===== src/rtl/decode_pkg.sv =====
// Shared decode definitions for the IF/ID stage, fetch and hazard logic.
//   - Opcode constants for the instructions decode treats specially
//   - JumpType encodings
//   - IF/ID latch record and its NOP value
//   - fp_src / dest_sel / imm_ext / jump_type helpers
package decode_pkg;

  localparam logic [5:0] OpSpecial = 6'h00;
  localparam logic [5:0] OpFpu     = 6'h01;
  localparam logic [5:0] OpJ       = 6'h02;
  localparam logic [5:0] OpJal     = 6'h03;
  localparam logic [5:0] OpBeqz    = 6'h04;
  localparam logic [5:0] OpBnez    = 6'h05;
  localparam logic [5:0] OpBfpt    = 6'h06;
  localparam logic [5:0] OpBfpf    = 6'h07;
  localparam logic [5:0] OpAndi    = 6'h0c;
  localparam logic [5:0] OpOri     = 6'h0d;
  localparam logic [5:0] OpXori    = 6'h0e;
  localparam logic [5:0] OpLhi     = 6'h0f;
  localparam logic [5:0] OpJr      = 6'h12;
  localparam logic [5:0] OpJalr    = 6'h13;

  // FP-unit moves between register files address the GPR side at decode.
  localparam logic [5:0] FunctMovFp2I = 6'h34;
  localparam logic [5:0] FunctMovI2Fp = 6'h35;

  localparam logic [5:0] NopOp           = 6'h00;
  localparam logic [5:0] NopFunctDefault = 6'h15;

  typedef enum logic [1:0] {
    JtNone    = 2'b00,
    JtBranch  = 2'b01,
    JtJump    = 2'b10,
    JtJumpReg = 2'b11
  } jump_type_e;

  typedef struct packed {
    logic [5:0]  op;
    logic [5:0]  funct;
    logic [4:0]  rs1;
    logic [4:0]  rs2;
    logic [4:0]  rd;
    logic [15:0] imm;
    logic [31:0] pc_plus_four;
    logic        valid;
  } inst_t;

  function automatic inst_t nop_inst(logic [5:0] nop_funct);
    inst_t n;
    n       = '0;
    n.op    = NopOp;
    n.funct = nop_funct;
    return n;
  endfunction

  // Selects the FPR half of the register file for operand/destination addressing.
  function automatic logic fp_src(logic [5:0] op, logic [5:0] funct);
    return (op == OpFpu) && (funct != FunctMovFp2I) && (funct != FunctMovI2Fp);
  endfunction

  function automatic logic is_alu_imm(logic [5:0] op);
    logic r;
    case (op)
      6'h08, 6'h09, 6'h0a, 6'h0b, 6'h0c, 6'h0d, 6'h0e, 6'h0f,
      6'h14, 6'h16, 6'h17, 6'h18, 6'h19, 6'h1a, 6'h1b, 6'h1c, 6'h1d: r = 1'b1;
      default: r = 1'b0;
    endcase
    return r;
  endfunction

  function automatic logic is_load(logic [5:0] op);
    logic r;
    case (op)
      6'h20, 6'h21, 6'h23, 6'h24, 6'h25, 6'h26, 6'h27: r = 1'b1;
      default: r = 1'b0;
    endcase
    return r;
  endfunction

  // Destination register {fp, index}; 0 means "no writeback".
  function automatic logic [5:0] dest_sel(logic [5:0] op, logic [5:0] funct, logic [4:0] rs2,
                                          logic [4:0] rd, logic [5:0] nop_funct,
                                          logic [4:0] link_reg);
    logic       fp;
    logic [5:0] d;
    fp = fp_src(op, funct);
    if (op == OpSpecial && funct == nop_funct) begin
      d = 6'd0;
    end else if (op == OpSpecial || op == OpFpu) begin
      d = {fp, rd};
    end else if (is_alu_imm(op) || is_load(op)) begin
      d = {fp, rs2};
    end else if (op == OpJal || op == OpJalr) begin
      d = {1'b0, link_reg};
    end else begin
      d = 6'd0;
    end
    return d;
  endfunction

  function automatic logic [31:0] imm_ext(logic [5:0] op, logic [4:0] rs1, logic [4:0] rs2,
                                          logic [15:0] imm);
    logic [31:0] r;
    case (op)
      OpAndi, OpOri, OpXori: r = {16'h0000, imm};
      OpLhi:                 r = {imm, 16'h0000};
      OpJ, OpJal:            r = {{6{rs1[4]}}, rs1, rs2, imm};
      default:               r = {{16{imm[15]}}, imm};
    endcase
    return r;
  endfunction

  function automatic jump_type_e jump_type(logic [5:0] op);
    jump_type_e r;
    case (op)
      OpBeqz, OpBnez, OpBfpt, OpBfpf: r = JtBranch;
      OpJ, OpJal:                     r = JtJump;
      OpJr, OpJalr:                   r = JtJumpReg;
      default:                        r = JtNone;
    endcase
    return r;
  endfunction

endpackage


===== src/rtl/regfile_64x32.sv =====
// 64 x 32 register file: entries 0-31 GPR, 32-63 FPR.
//   clk_i, rst_ni          clock, async active-low reset (clears every entry)
//   we_i, waddr_i, wdata_i write port; writes to entry 0 are dropped
//   raddr_a_i / rdata_a_o  async read port A
//   raddr_b_i / rdata_b_o  async read port B
// Entry 0 always reads 0. A write in flight to a read address is bypassed
// to that read port in the same cycle.
module regfile_64x32 (
  input  logic        clk_i,
  input  logic        rst_ni,
  input  logic        we_i,
  input  logic [5:0]  waddr_i,
  input  logic [31:0] wdata_i,
  input  logic [5:0]  raddr_a_i,
  output logic [31:0] rdata_a_o,
  input  logic [5:0]  raddr_b_i,
  output logic [31:0] rdata_b_o
);

  logic [31:0] mem_q [64];
  logic        wr_en;

  assign wr_en = we_i && (waddr_i != 6'd0);

  always_ff @(posedge clk_i or negedge rst_ni) begin
    if (!rst_ni) begin
      for (int i = 0; i < 64; i++) begin
        mem_q[i] <= '0;
      end
    end else if (wr_en) begin
      mem_q[waddr_i] <= wdata_i;
    end
  end

  always_comb begin
    rdata_a_o = mem_q[raddr_a_i];
    if (raddr_a_i == 6'd0) begin
      rdata_a_o = '0;
    end else if (wr_en && waddr_i == raddr_a_i) begin
      rdata_a_o = wdata_i;
    end
  end

  always_comb begin
    rdata_b_o = mem_q[raddr_b_i];
    if (raddr_b_i == 6'd0) begin
      rdata_b_o = '0;
    end else if (wr_en && waddr_i == raddr_b_i) begin
      rdata_b_o = wdata_i;
    end
  end

endmodule


===== src/rtl/decode_stage.sv =====
// IF/ID pipeline latch plus instruction decode.
//   clk, reset (async, active low), stall (hold), flush (squash to NOP)
//   Fetch*        instruction fields from fetch
//   Wb*           writeback port, WbAddr = {fp, index}
//   Decode*       latched instruction, DecodeRd = {fp, dest}
//   Rs1Data/Rs2Data/ImmExt/JumpReg  operands
//   JumpType/BranchCond/CondSrc/BranchResult/Valid  control back to fetch
// Everything after the latch is combinational.
module decode_stage
  import decode_pkg::*;
#(
  parameter logic [5:0]  NopFunct = 6'h15,
  parameter int unsigned LinkReg  = 31
) (
  input  logic        clk,
  input  logic        reset,
  input  logic        stall,
  input  logic        flush,
  input  logic [5:0]  FetchOpCode,
  input  logic [5:0]  FetchFunction,
  input  logic [31:0] FetchPCPlusFour,
  input  logic [4:0]  FetchRs1,
  input  logic [4:0]  FetchRs2,
  input  logic [4:0]  FetchRd,
  input  logic [15:0] FetchImmediate,
  input  logic        WbEnable,
  input  logic [5:0]  WbAddr,
  input  logic [31:0] WbData,
  output logic [5:0]  DecodeOpCode,
  output logic [5:0]  DecodeFunction,
  output logic [5:0]  DecodeRd,
  output logic [31:0] DecodePCPlusFour,
  output logic [31:0] Rs1Data,
  output logic [31:0] Rs2Data,
  output logic [31:0] ImmExt,
  output logic [31:0] JumpReg,
  output logic [1:0]  JumpType,
  output logic        BranchCond,
  output logic        CondSrc,
  output logic        BranchResult,
  output logic        Valid
);

  localparam logic [4:0] LinkIdx = 5'(LinkReg);

  inst_t inst_d, inst_q;
  logic  fp;

  // Flush beats stall beats load.
  always_comb begin
    inst_d = inst_q;
    if (flush) begin
      inst_d = nop_inst(NopFunct);
    end else if (!stall) begin
      inst_d.op           = FetchOpCode;
      inst_d.funct        = FetchFunction;
      inst_d.rs1          = FetchRs1;
      inst_d.rs2          = FetchRs2;
      inst_d.rd           = FetchRd;
      inst_d.imm          = FetchImmediate;
      inst_d.pc_plus_four = FetchPCPlusFour;
      inst_d.valid        = 1'b1;
    end
  end

  always_ff @(posedge clk or negedge reset) begin
    if (!reset) begin
      inst_q <= nop_inst(NopFunct);
    end else begin
      inst_q <= inst_d;
    end
  end

  assign fp = fp_src(inst_q.op, inst_q.funct);

  regfile_64x32 u_regfile (
    .clk_i     (clk),
    .rst_ni    (reset),
    .we_i      (WbEnable),
    .waddr_i   (WbAddr),
    .wdata_i   (WbData),
    .raddr_a_i ({fp, inst_q.rs1}),
    .rdata_a_o (Rs1Data),
    .raddr_b_i ({fp, inst_q.rs2}),
    .rdata_b_o (Rs2Data)
  );

  always_comb begin
    DecodeOpCode     = inst_q.op;
    DecodeFunction   = inst_q.funct;
    DecodePCPlusFour = inst_q.pc_plus_four;
    Valid            = inst_q.valid;
    DecodeRd         = 6'd0;
    JumpType         = JtNone;
    if (inst_q.valid) begin
      DecodeRd = dest_sel(inst_q.op, inst_q.funct, inst_q.rs2, inst_q.rd, NopFunct, LinkIdx);
      JumpType = jump_type(inst_q.op);
    end
    ImmExt       = imm_ext(inst_q.op, inst_q.rs1, inst_q.rs2, inst_q.imm);
    BranchCond   = (inst_q.op == OpBeqz) || (inst_q.op == OpBfpt);
    CondSrc      = (inst_q.op == OpBfpt) || (inst_q.op == OpBfpf);
    BranchResult = (Rs1Data == 32'd0);
    JumpReg      = Rs1Data;
  end

endmodule


===== config.mk =====
export PLATFORM = sky130hd
export DESIGN_NAME = decode_stage
export DESIGN_NICKNAME = d
export VERILOG_FILES = /design/src/rtl/decode_pkg.sv /design/src/rtl/regfile_64x32.sv /design/src/rtl/decode_stage.sv
export SDC_FILE = /design/constraint.sdc
export NUM_CORES = 2
export LEC_CHECK = 0
export BUFFER_PORTS_ARGS = -buffer_cell sky130_fd_sc_hd__buf_2
export CORE_ASPECT_RATIO = 1.5
export CORE_MARGIN = 4
export CORE_UTILIZATION = 35
export CTS_BUF_LIST = sky130_fd_sc_hd__clkbuf_4 sky130_fd_sc_hd__clkbuf_8
export CTS_CLUSTER_SIZE = 24
export DETAILED_ROUTE_END_ITERATION = 16
export PLACE_DENSITY = 0.59
export SLEW_MARGIN = 10
export SYNTH_ARGS = -nofsm -noshare
export SYNTH_HDL_FRONTEND = slang
export SYNTH_SLANG_ARGS = --single-unit
export TNS_END_PERCENT = 20

===== constraint.sdc =====
create_clock -name clk -period 4.8 [get_ports clk]
set_input_delay 0.96 -clock clk [delete_from_list [all_inputs] [get_ports clk]]
set_output_delay 0.96 -clock clk [all_outputs]
set_load 0.01 [all_outputs]

# Word level (Yosys, flattened, before mapping)

Memory sizes are Yosys's and may differ from the RTL's.
Index checks and enable logic that the tools add are counted.

Bits in registers: 2124
ROM bits: 96
Memories kept: 2

Memory list:

| memory           | depth | bits a word | rd ports | clocked after Yosys merged registers in | write ports | RTL line          | RTL |
|---|---|---|---|---|---|---|---|
| (name not given) | 32    | 2           | 1        | 0                                       | 0           | decode_pkg.sv:115 | `case (op)` |
| (name not given) | 32    | 1           | 1        | 0                                       | 0           | decode_pkg.sv:63  | `case (op)` |

$lt $le $gt $ge: 4
Equal/unequal tests: 24
Multiplexer cells: 31
Bitwise operators: 3
Reduce and logical (&&, ||, !) cells: 20

Operators with widths:

| kind                 | count |
|---|---|
| $bwmux W2048         | 1 |
| $bmux W32 S6         | 2 |
| $mux W32             | 9 |
| $demux W32 S6        | 1 |
| $mux W76             | 2 |
| $pmux W32 S3         | 1 |
| $eq A6 B6 Y1 const B | 7 |
| $logic_not A32 Y1    | 1 |
| $eq A6 B4 Y1 const B | 4 |
| $mux W6              | 4 |
| $ge A7 B7 Y1 const B | 3 |
| $not A6 Y7           | 3 |
| $eq A6 B3 Y1 const B | 3 |
| $logic_not A6 Y1     | 3 |
| $eq A6 B2 Y1 const B | 2 |
| $eq A6 B5 Y1 const B | 2 |
| $eq A6 B6 Y1         | 2 |
| $ne A6 B6 Y1 const B | 2 |
| $mux W1              | 8 |
| $logic_and A1 B1 Y1  | 7 |
| $lt A7 B1 Y1 const B | 1 |
| $reduce_or A7 Y1     | 1 |
| $eq A6 B1 Y1 const B | 1 |
| $reduce_bool A6 Y1   | 1 |
| other kinds (6)      | 11 |

# Longest topological paths before layout

Depth in word-level cells: 11
Gate-level depth with buffers: 16
Gate-level depth less buffers: 9

# Cells and area by module

From an unflattened synthesis, not the netlist that was laid out.

Cells, all modules: 8612
Area, all modules: 116320.3 um^2

Modules (own cells, without submodules):

| module        | times used | cells each | area each (um^2) | seq. area each (um^2) |
|---|---|---|---|---|
| regfile_64x32 | 1          | 8182       | 112029.9         | 51249.2 |
| decode_stage  | 1          | 430        | 4290.4           | 1905.6 |

# Worst setup path before layout

Ideal clock, no wire load.

Path type: input to output
Start point: in WbAddr[2]
End point: out BranchResult
Arrival time: 3.554 ns
Path slack: 0.286 ns
Cell stages on the path: 11
Cells stage by stage: clkbuf_1 -> or3_1 -> o311ai_1 -> mux2i_1 -> buf_2 -> and2_1 -> buf_2 -> nor3_1 -> o22ai_1 -> or4_1 -> nor4_2

Cells in the longest elaborated chain, start to end: 6

Ends and longest elaborated chain:

| element               | RTL line            | RTL |
|---|---|---|
| start, declared       | decode_stage.sv:27  | `input logic [5:0] WbAddr,` |
| $reduce_bool A6 Y1    | regfile_64x32.sv:23 | `assign wr_en = we_i && (waddr_i != 6'd0);` |
| $logic_and A1 B1 Y1   | regfile_64x32.sv:23 |  |
| $logic_and A1 B1 Y1 * | regfile_64x32.sv:39 | `end else if (wr_en && waddr_i == raddr_a_i) begin` |
| $mux W32 *            | regfile_64x32.sv:39 |  |
| $mux W32 *            | regfile_64x32.sv:37 | `if (raddr_a_i == 6'd0) begin` |
| named net JumpReg[18] | decode_stage.sv:36  | `output logic [31:0] JumpReg,` |
| $logic_not A32 Y1 *   | decode_stage.sv:102 | `BranchResult = (Rs1Data == 32'd0);` |
| end, declared         | decode_stage.sv:40  | `output logic BranchResult,` |

Mark *: on every way through the listed nets, which the timed path passes. The rest lies on a longest branch.

# Worst setup path in the final report

Start point: reg inst_q[60] in the netlist's numbering
End point: out BranchResult

Cells in the longest elaborated chain, start to end: 7

Ends and longest elaborated chain:

| element                                      | RTL line            | RTL |
|---|---|---|
| start, declared                              | decode_stage.sv:46  | `inst_t inst_d, inst_q;` |
| start signal, assigned                       | decode_stage.sv:68  | `inst_q <= nop_inst(NopFunct);` |
| start signal, assigned                       | decode_stage.sv:70  | `inst_q <= inst_d;` |
| $not A6 Y7 (implied by the code)             | regfile_64x32.sv:36 | `rdata_a_o = mem_q[raddr_a_i];` |
| $bmux W32 S6                                 | regfile_64x32.sv:36 |  |
| $mux W32 (implied by the code) (2 in series) | regfile_64x32.sv:36 |  |
| $mux W32                                     | regfile_64x32.sv:39 |  |
| $mux W32 *                                   | regfile_64x32.sv:37 |  |
| $logic_not A32 Y1 *                          | decode_stage.sv:102 |  |

Every way passes the cells marked *; elsewhere a longest branch is shown, timed or not. The select of a mux whose other input is x is not followed.

==> flow_summary_export.csv <==
group,metric,value,unit
status,run_status,"complete, but fails checks",
status,violations,"negative setup slack",
finish,drive_above_1_share,56.41,%
timing,finalHoldWorstSlack,0.1860,ns
detailed_routing,drc,0,
timing,final_hold_viol_count,0,
worst_setup_path,critical_path_buf_inv_count,10,
placement,port_buffers,301,
synthesis,synth_top_area_share,46.70,%
timing,finalCriticalPeriod,5.957,ns
worst_setup_path,wp_data_arrival,5.00,ns
detailed_routing,post_drt_wl_per_cell,37.39,µm
clock_tree,htree_num_levels,5,
timing,slew_viol_final,0,
global_route,grt_antenna_before_repair,26,
detailed_routing,antenna_left,0,
power,internal-power,0.03456,W
worst_setup_path,worstSetupEndpointType,"output port",
synthesis,postSynth.topFlopCell,"sky130_fd_sc_hd__dfrtp_1",
synthesis,synth.distinct_cells,75,
die,num_rows,256,
synthesis,asyncSetResetFlopFracSynth,100.0,%
power,power.switching_fraction,29.20,%
finish,area_delta_synth_final,19.28,%
worst_setup_path,crit_slowest_cell,"sky130_fd_sc_hd__dfrtp_4",
power,seqPwrFrac,45.0,%
clock_tree,cts-root-buf,"sky130_fd_sc_hd__clkbuf_8",
power,combPwrFrac,20.3,%
synthesis,post_synth_inst_count,7866,
timing,setup_tns,-32.35,ns
power,total_leakage_power,59.50,nW
placement,dp.final_hpwl,303100,µm
global_route,overall_overflow_remaining_after_global_route,0,
finish,final_common_cell,"sky130_fd_sc_hd__dfrtp_1",
clock_tree,cts_tree,"done",
detailed_routing,met3_wire_length,46670,µm
synthesis,postSynthRegisterBits,2124,
worst_hold_path,hold_path_class,"input port to flip-flop",
die,die_height,705.9,µm
worst_setup_path,worst-endpoint-required,3.84,ns
finish,nets,8533,
finish,layout_common_cells,"2111 x sky130_fd_sc_hd__dfrtp_1, 1807 x sky130_fd_sc_hd__mux2_2, 1036 x sky130_fd_sc_hd__mux4_2, 541 x sky130_fd_sc_hd__buf_4, 435 x sky130_fd_sc_hd__clkbuf_8",
power,pwr-share-clk,34.7,%
global_route,grt_first_pass_wirelength,672400,µm
die,floorplan.core_area,323800,µm²
synthesis,synthesis.area,113700,µm²
clock_tree,cts_buffers,334,
placement,globalplace.congestion,0.9120,
die,pin_count,302,
detailed_routing,finalWirelength,483500,µm
power,report.power.total,0.04882,W
finish,fillCellCount,29310,
power,cellPowerDensity,360.1,nW/µm²
detailed_routing,drtPass1Iterations,6,
worst_setup_path,crit_path_max_fanout,10,
timing,grt_setup_unrepaired,"yes",
worst_setup_path,cp-start-kind,"flip-flop",
worst_setup_path,criticalPathCategory,"flip-flop to output port",
clock_tree,clk-insertion-delay-late,1.02,ns
detailed_routing,detailroute.wirelength.met2,218300,µm
synthesis,syn_nets,7984,
power,power_switching,0.01425,W
timing,setup_viol,95,
global_route,grt_util_all_layers,28.32,%
detailed_routing,route.layer.met1.wl,169900,µm
clock_tree,clkSlewWorstSetupHoldPaths,0.07,ns
job,cap_viol_max_count,0,
timing,worst_slew_pin_slew,1.244,ns
timing,period_share,124.1,%
timing,max_clock_freq,167.9,MHz
detailed_routing,top_layer_used,"met5",
detailed_routing,vias,81530,
timing,post-route-worst-setup-slack,-1.157,ns
synthesis,edff_count_synth,0,
clock_tree,cts_num_sinks,2124,
global_route,grt_start_max_net_pins,148,
die,fp.dieArea,334100,µm²
die,start_util,35.10,%
synthesis,syn_area_per_cell,14.45,µm²
worst_setup_path,cp_slowest_stage_delay,0.52,ns
global_route,number_of_global_route_vias_before_repair,85190,
die,die_w,473.3,µm
timing,worst_clock_skew,0,ns
worst_setup_path,crit_path_cell_trace,"buf_12 > buf_16 > nor2b_4 > buf_12 > buf_12 > buf_4 > buf_4 > a221oi_2 > a21oi_1 > buf_4 > o22ai_2 > a21oi_1 > a31oi_1 > or3_1 > or4_4 > buf_6 > nor4_4 > buf_6 > buf_6",
worst_setup_path,largest_delay_contributor_family_on_the_critical_path,"buffers and inverters",
timing,max_slew_margin,17.10,%
synthesis,ys_top_cells_by_area,"sky130_fd_sc_hd__dfrtp_1 47%, sky130_fd_sc_hd__mux4_2 21%, sky130_fd_sc_hd__mux2_2 18%",
synthesis,netlist.top_cell.by_area,"sky130_fd_sc_hd__dfrtp_1",
detailed_routing,detail_route.iter0.violations,8682,
power,worst_case_vdd_ir_drop,0.1942,mV
clock_tree,cts.path.max_buffers,4,
synthesis,synth-warning-count,0,
detailed_routing,detail_route.vias_per_cell,6.306,
synthesis,seq_area_frac_synth,46.77,%
-- kinds of logic after synthesis --
kind of cell              Yosys count  share of synthesized area [%]
and+or+nand+nor                   725                          2.786
AOI/OAI and AO/OA                 775                          4.428
muxes                            3270                          42.19
buffers and inverters             962                          3.744
DFF                              2124                          46.77
xor gates and xnor gates           10                        0.07706
-- what timing repair did --
action | in CTS | in global routing
hold buffers | 1 | 0
setup endpoints to repair | 97 | 97
gates resized for setup | 372 | 155
pin swaps | 51 | 33
buffers inserted | 56 | 25
endpoints found under the hold margin | 54 | 0
cloned | 19 | 7
-- flip-flops by register name, indices dropped and copies added (netlist names) --
signal / flops
inst_q: 31
u_regfile.mem_q: 2048
DecodeOpCode: 6
DecodeFunction: 6
Valid: 1
DecodePCPlusFour: 32
-- stage by stage --
stage               setup WS, ns  utilization (%)  cells  cell area, µm²
finish                    -1.157            41.86  12930          135600
global route              -1.273            41.85  12910          135500
CTS                       -1.186            41.55  12880          134500
detailed placement        -1.316            38.52  12230          124700
global placement          -1.362            38.52  12230          124700
floorplan                 0.2856                -   7866          113700
-- cells in the mapped netlist (all sizes together), types with 13 or more instances --
library cell	instances
o22ai	23
mux2i	427
a211oi	24
a21oi	105
nand2b	19
inv	18
dfrtp	2121
a221oi	109
mux4	1036
nor2b	34
a221o	24
buf	291
o211ai	19
mux2	1807
or2	13
nand3	34
a31oi	22
nor3	38
nand2	358
a21o	13
nor2	173
a22oi	57
o21ai	307
clkbuf	651
-- power groups by stage --
stage	clock network (W)	logic (W)	registers [W]
final	0.0169	0.00989	0.0220
after global routing	0.0178	0.0104	0.0222
after CTS	0.0172	0.00971	0.0219
after detailed placement	0	0.00924	0.0222
after global placement	0	0.00904	0.0220
after floorplan	0	0.00608	0.0215
-- layout make-up --
class                      instances  area (µm²)  area share (%)
inverter                          20       85.08         0.06276
clock inverter                    52       460.4          0.3397
clock buffer                     524        6655           4.909
timing repair buffer            1155       11720           8.648
sequential                      2124       53190           39.24
antenna                           18       45.04         0.03323
multi-input combinational       4780       58070           42.84
tap                             4257        5326           3.929
-- worst reg2reg max path: cells and delay by family (launching register included) --
kind	cells	cell delay [ns]
flops	1	0.63
simple gates	1	0.46
mux	1	0.16
buf+inv	3	0.72
-- worst paths after layout --
path,from,to,slack (ns),depth (start not counted)
worst max-delay path,inst_q[60],BranchResult,-1.16,19
worst min-delay path,FetchRs2[2],inst_q[56],0.19,3
worst max register to register,inst_q[62],inst_q[62],2.66,5
worst min register to register,u_regfile.mem_q[2021],u_regfile.mem_q[2021],0.40,0
max in group asynchronous,reset,u_regfile.mem_q[1547],2.69,4
min in group asynchronous,reset,u_regfile.mem_q[313],0.56,2
-- layer usage --
metal,GRT usage (%),vias up
met5,0,-
met4,22.89,10
met3,7.582,1680
met2,43.58,4896
met1,33.32,43700
li1,-,31250
Note: power is estimated with default switching activity, not from simulation.
